**src/rtl/motor_cmd_shaper.sv**
```systemverilog
// motor_cmd_shaper: turns signed left/right speed commands into 11-bit duty
// magnitudes plus direction bits for the PWM stages. Each side is
// slew-limited and saturated, and holds a zero-duty dwell before it reverses.
// Values are released once per PWM period, on the period-counter wrap.
// Enable-low and over-current force both sides to zero within one clock.

// One motor side: IDLE / RUN / DWELL state machine plus the duty datapath.
module motor_cmd_side #(
  parameter int unsigned SLEW  = 16,
  parameter int unsigned DWELL = 2
) (
  input  logic        clk,
  input  logic        rst_n,
  input  logic        upd_evt,
  input  logic        force_idle,
  input  logic [11:0] spd,
  output logic [10:0] duty,
  output logic        rev
);

  localparam int unsigned   CW      = (DWELL < 2) ? 1 : $clog2(DWELL + 1);
  localparam logic [11:0]   SLEW_W  = SLEW[11:0];
  localparam logic [CW-1:0] DWELL_W = DWELL[CW-1:0];

  typedef enum logic [1:0] {
    S_IDLE,
    S_RUN,
    S_DWELL
  } state_t;

  state_t        state_q, state_d;
  logic [10:0]   mag_q, mag_d;
  logic          dir_q, dir_d;
  logic [CW-1:0] cnt_q, cnt_d;

  logic [11:0]   neg_spd;
  logic [10:0]   tgt_mag;
  logic          tgt_dir;
  logic [11:0]   mag12;
  logic [11:0]   tgt12;
  logic [11:0]   up12;
  logic [11:0]   dn12;

  // Target magnitude/direction. A zero target keeps the present direction.
  // -2048 has no positive 12-bit counterpart and saturates to 2047.
  always_comb begin
    neg_spd = ~spd + 12'd1;
    if (!spd[11]) begin
      tgt_mag = spd[10:0];
    end else if (neg_spd[11]) begin
      tgt_mag = '1;
    end else begin
      tgt_mag = neg_spd[10:0];
    end
    tgt_dir = (tgt_mag == '0) ? dir_q : spd[11];
  end

  // State and datapath registers.
  always_ff @(posedge clk or negedge rst_n) begin
    if (!rst_n) begin
      state_q <= S_IDLE;
      mag_q   <= '0;
      dir_q   <= 1'b0;
      cnt_q   <= '0;
    end else begin
      state_q <= state_d;
      mag_q   <= mag_d;
      dir_q   <= dir_d;
      cnt_q   <= cnt_d;
    end
  end

  // Next-state and next-duty logic. Forced idle wins over any update; slew
  // arithmetic is carried in 12 bits so mag + SLEW cannot wrap past 2047.
  always_comb begin
    state_d = state_q;
    mag_d   = mag_q;
    dir_d   = dir_q;
    cnt_d   = cnt_q;
    mag12   = {1'b0, mag_q};
    tgt12   = {1'b0, tgt_mag};
    up12    = mag12 + SLEW_W;
    dn12    = mag12 - SLEW_W;
    if (force_idle) begin
      state_d = S_IDLE;
      mag_d   = '0;
    end else if (upd_evt) begin
      unique case (state_q)
        S_IDLE: begin
          dir_d   = tgt_dir;
          mag_d   = '0;
          state_d = S_RUN;
        end
        S_RUN: begin
          if (tgt_dir == dir_q) begin
            if (tgt12 > mag12) begin
              mag_d = (up12 > tgt12) ? tgt_mag : up12[10:0];
            end else if ((mag12 - tgt12) > SLEW_W) begin
              mag_d = dn12[10:0];
            end else begin
              mag_d = tgt_mag;
            end
          end else if (mag_q != '0) begin
            mag_d = (mag12 > SLEW_W) ? dn12[10:0] : '0;
          end else begin
            state_d = S_DWELL;
            cnt_d   = DWELL_W;
          end
        end
        S_DWELL: begin
          mag_d = '0;
          cnt_d = cnt_q - CW'(1);
          if (cnt_q <= CW'(1)) begin
            cnt_d   = '0;
            dir_d   = tgt_dir;
            state_d = S_RUN;
          end
        end
        default: begin
          state_d = S_IDLE;
          mag_d   = '0;
        end
      endcase
    end
  end

  // Outputs come straight from the registered magnitude and direction.
  always_comb begin
    duty = mag_q;
    rev  = dir_q;
  end

endmodule

// Top: shared period counter, update pulse, fault latch and both sides.
module motor_cmd_shaper #(
  parameter int unsigned SLEW  = 16,
  parameter int unsigned DWELL = 2
) (
  input  logic        clk,
  input  logic        rst_n,
  input  logic        en,
  input  logic        ovr_i,
  input  logic [11:0] lft_spd,
  input  logic [11:0] rght_spd,
  output logic [10:0] lft_duty,
  output logic        lft_rev,
  output logic [10:0] rght_duty,
  output logic        rght_rev,
  output logic        upd,
  output logic        fault
);

  logic [10:0] pc;
  logic        upd_q;
  logic        fault_q;
  logic        upd_evt;
  logic        force_idle;

  // Update event on the last count of the period; forced idle is combined
  // from the live ovr_i so the shutdown lands on the same edge as the latch.
  always_comb begin
    upd_evt    = (pc == '1);
    force_idle = ~en | ovr_i | fault_q;
  end

  // Free-running period counter, update pulse and sticky over-current flag.
  always_ff @(posedge clk or negedge rst_n) begin
    if (!rst_n) begin
      pc      <= '0;
      upd_q   <= 1'b0;
      fault_q <= 1'b0;
    end else begin
      pc      <= pc + 11'd1;
      upd_q   <= upd_evt;
      fault_q <= fault_q | ovr_i;
    end
  end

  motor_cmd_side #(.SLEW(SLEW), .DWELL(DWELL)) u_lft (
    .clk        (clk),
    .rst_n      (rst_n),
    .upd_evt    (upd_evt),
    .force_idle (force_idle),
    .spd        (lft_spd),
    .duty       (lft_duty),
    .rev        (lft_rev)
  );

  motor_cmd_side #(.SLEW(SLEW), .DWELL(DWELL)) u_rght (
    .clk        (clk),
    .rst_n      (rst_n),
    .upd_evt    (upd_evt),
    .force_idle (force_idle),
    .spd        (rght_spd),
    .duty       (rght_duty),
    .rev        (rght_rev)
  );

  // Status outputs.
  always_comb begin
    upd   = upd_q;
    fault = fault_q;
  end

endmodule

```
**config.mk**
```make
export PLATFORM = sky130hd
export DESIGN_NAME = motor_cmd_shaper
export DESIGN_NICKNAME = d
export VERILOG_FILES = /design/src/rtl/motor_cmd_shaper.sv
export SDC_FILE = /design/constraint.sdc
export NUM_CORES = 1
export LEC_CHECK = 0
export CAP_MARGIN = 10
export CORE_MARGIN = 3
export CORE_UTILIZATION = 41
export DETAILED_ROUTE_END_ITERATION = 6
export GPL_TIMING_DRIVEN = 0
export PLACE_DENSITY_LB_ADDON = 0.25
export SETUP_SLACK_MARGIN = 0.05
export SLEW_MARGIN = 40
export SYNTH_ARGS = -nofsm -noshare
export SYNTH_HDL_FRONTEND = slang
export SYNTH_SLANG_ARGS = --single-unit
```
**constraint.sdc**
```tcl
create_clock -name clk -period 6.6 [get_ports clk]
set_input_delay 0.66 -clock clk [delete_from_list [all_inputs] [get_ports clk]]
set_output_delay 0.66 -clock clk [all_outputs]
set_load 0.01 [all_outputs]
```
==> impl_results.md <==
* Initial core utilization at 42.1%
* Yosys reg bits at 45
* Postcts setup bufs at 0
* Arr. time, crit path at 6020 ps
* Placed cell areas at 6330 µm²
* Final setup fails at 0
* Seq/Total Area, Yosys at 20.1%
* Max stage delay cell, worst path: clkdlybuf4s50_1
* Most used cell, CP: clkbuf_1
* Complex-gate fraction of the synthesized area at 27.7%
* DRT Wirelength at 15900 µm
* Crit-path max FO at 10
* Count of final max-slew check failures at 0
* P&R area growth vs syn at 16.0%
* Worst EP required at 6820 ps
* CTS tree: built
* Post-synthesis xor/xnor area fraction at 7.76%
* Critical path class: in2reg
* Die Y at 123 µm
* Post-synth ARST share at 100%
* CTS max path bufs at 2
* Ys Warns at 0
* # resized after CTS at 0
* Clock latency on the worst-skew pair at 290 ps
* Max Fclk at 172 MHz
* Slew @ Worst Pin at 809 ps
* Final clock skew at 4.57 ps
* Initial antenna violation count at 0
* # IOs at 54
* Largest net degree at the start of global routing at 35
* HPWL after DPL at 12500 µm
* Final Net Count at 846
* Design Area, Final at 6490 µm²
* H-tree depth at 2
* Hold_buf cts at 0
* Post-Route Setup TNS at 0 ps
* CP max stage delay at 520 ps
* Fin. Hold Viols at 0
* Post-route clock period utilization at 87.9%
* Post-synth cell types at 98
* RR Startpoint: u_lft.duty[0]
* CORE AREA at 13300 µm²
* TritonCTS Sinks at 45
* Total of max-cap violations at 0
* Unrepaired setup endpoints after global routing: false
* Vias at 5748
* Syn avg cell area at 7.76 µm²
* CP startpoint kind: input port
* Slew HR at 44.5%
* DR vias/cell at 6.01
* Layout cells sized above 1 at 7.56%
* DR iter-0 viols at 386
* Die extent in x at 123 µm
* Drt first pass iters at 6
* Antenna cell count at 0
* Crit path from: lft_spd[11]
* Post-synthesis mux area share at 2.26%
* DRC at 0
* DR WL/cell at 16.6 µm
* Placer Congestion at 0.919
* Crit. End Element: flop
* Synth Flop Type: dfrtp_1
* First-pass GRT wire length at 26300 µm
* Final Util at 48.8%
* LEAKAGE at 2.65 nW
* Largest family of logic cells by synthesized area: compound AO/OA/AOI/OAI gates
* Most common cell after layout, fill and taps aside: nand2_1
* Most frequent cells in the layout: nand2_1 (67), nor2_1 (58), clkdlybuf4s50_1 (49), dfrtp_1 (45), inv_1 (41)
* CTS buffer count at 5
* Syn_nets at 788
* Die Area at 15100 µm²
* Post-synth EDFFs at 0
* Crit-path cells: clkdlybuf4s50_1 > clkbuf_1 > clkbuf_1 > o21ai_0 > xnor2_1 > nor2_1 > ha_1 > and2_1 > o22a_1 > a211oi_1 > o32ai_1 > o21ai_1 > a21oi_1 > o31a_1 > a2111oi_2 > o2111ai_2 > a21boi_4 > or3_4 > o22ai_1
* Power density over the cells at 112 nW/µm²
* Total track usage at 21.1%
* Post-Syn Area at 5590 µm²
* Mapped Cells at 721
* Type of the tightest min-delay check: in2async
* # rows at 42
* Minimum clock period at 5800 ps
* Design Power at 0.730 mW
* Antenna viol nets, final at 0
* Post-synthesis simple-gate area fraction at 27.2%
* Status: finished clean
* Final global-route overflow total at 0
* Clock Pin Slew Worst Setup and Hold Paths at 70 ps
* IO buf count at 50
* Adder-cell share of the synthesized area at 9.73%
* Vias in the first global route at 5482
* Max VDD drop at 0.0883 mV
* Clock Tree Root: clkbuf_16
==> cell type report <==
| type | instances | area, µm² |
|---|---|---|
| Fill cell | 1306 | 6810 |
| Multi-Input combinational cell | 606 | 4180 |
| Tap cell | 176 | 220 |
| Clock buffer | 5 | 125 |
| Buffer | 29 | 134 |
| Timing Repair Buffer | 51 | 518 |
| Inverter | 41 | 154 |
| Sequential cell | 45 | 1130 |
| Clock inverter | 3 | 28.8 |
==> Yosys cell counts (9+ instances only) <==
| master | n | area share (%) |
|---|---|---|
| a211oi_1 | 10 | 1.3 |
| nor4_1 | 11 | 1.2 |
| dfrtp_1 | 45 | 20 |
| o22ai_1 | 9 | 1.0 |
| nor3_1 | 24 | 2.1 |
| xnor2_1 | 29 | 4.5 |
| inv_1 | 41 | 2.8 |
| clkbuf_1 | 21 | 1.4 |
| o21ai_1 | 11 | 0.98 |
| nand2b_1 | 14 | 1.6 |
| nand3_1 | 37 | 3.3 |
| o211ai_1 | 13 | 1.7 |
| or3_1 | 9 | 1.0 |
| nor2_1 | 58 | 3.9 |
| nand2_1 | 67 | 4.5 |
| o21ai_0 | 35 | 3.1 |
| xor2_1 | 18 | 2.8 |
| o31ai_1 | 9 | 1.2 |
| ha_1 | 37 | 8.3 |
| a21oi_1 | 34 | 3.0 |
==> through the flow <==
| step | hold WS (ps) | setup slack [ps] | std cells |
|---|---|---|---|
| finish | 202 | 796 | 956 |
| global route | 209 | 431 | 956 |
| floorplan | 364 | 1940 | 721 |
| global placement | 453 | 653 | 947 |
| CTS | 199 | 870 | 956 |
| detailed placement | 459 | 599 | 948 |
==> worst max-delay path, delay by kind of cell <==
kind | cells | cell delay, ps
AO/OA/AOI/OAI | 11 | 2670
XOR/XNOR | 1 | 170
adder cells (fa/ha/maj) | 1 | 340
buffers and inverters | 3 | 1370
AND/OR/NAND/NOR | 3 | 810
==> sequential cells by signal (all words and copies together), names as in the netlist <==
signal	cells
u_lft.cnt_q	2
u_rght.duty	11
u_lft.duty	11
pc	11
u_rght.cnt_q	2
u_lft.rev	1
u_rght.rev	1
u_rght.state_q	2
upd	1
u_lft.state_q	2
fault	1
==> where the power goes <==
group,leakage [nW],internal (mW),switching [mW]
Clock,0.0767,0.146,0.121
Sequential,0.608,0.276,0.000557
Combinational,1.96,0.0737,0.112
==> worst paths after layout <==
check                      depth (start not counted)  slack [ps]             end
setup / recovery                                  19         800   u_lft.duty[3]
hold / removal                                     1         200   u_lft.duty[9]
setup reg to reg                                  15        2450   u_lft.duty[3]
hold reg to reg                                    1         460           pc[9]
max in group asynchronous                          2        5970  u_rght.duty[4]
min in group clk                                   1         460           pc[9]
==> cells by family (layout without fill, tap and decap cells) <==
| logic type | count (synthesis) | after routing |
|---|---|---|
| xor+xnor | 48 | 48 |
| fa+ha+maj | 43 | 43 |
| flops | 45 | 45 |
| compound gates | 216 | 216 |
| simple gates | 287 | 287 |
| buf+inv | 70 | 129 |
| mux | 12 | 12 |
==> metal layers <==
metal,up-vias,wire length (µm),global-route usage [%]
met4,0,281,5.95
li1,2809,-,-
met2,194,7510,34.8
met5,-,0,0
met1,2715,7250,29.0
met3,30,854,2.72
Power figures use the tool's default switching activity.
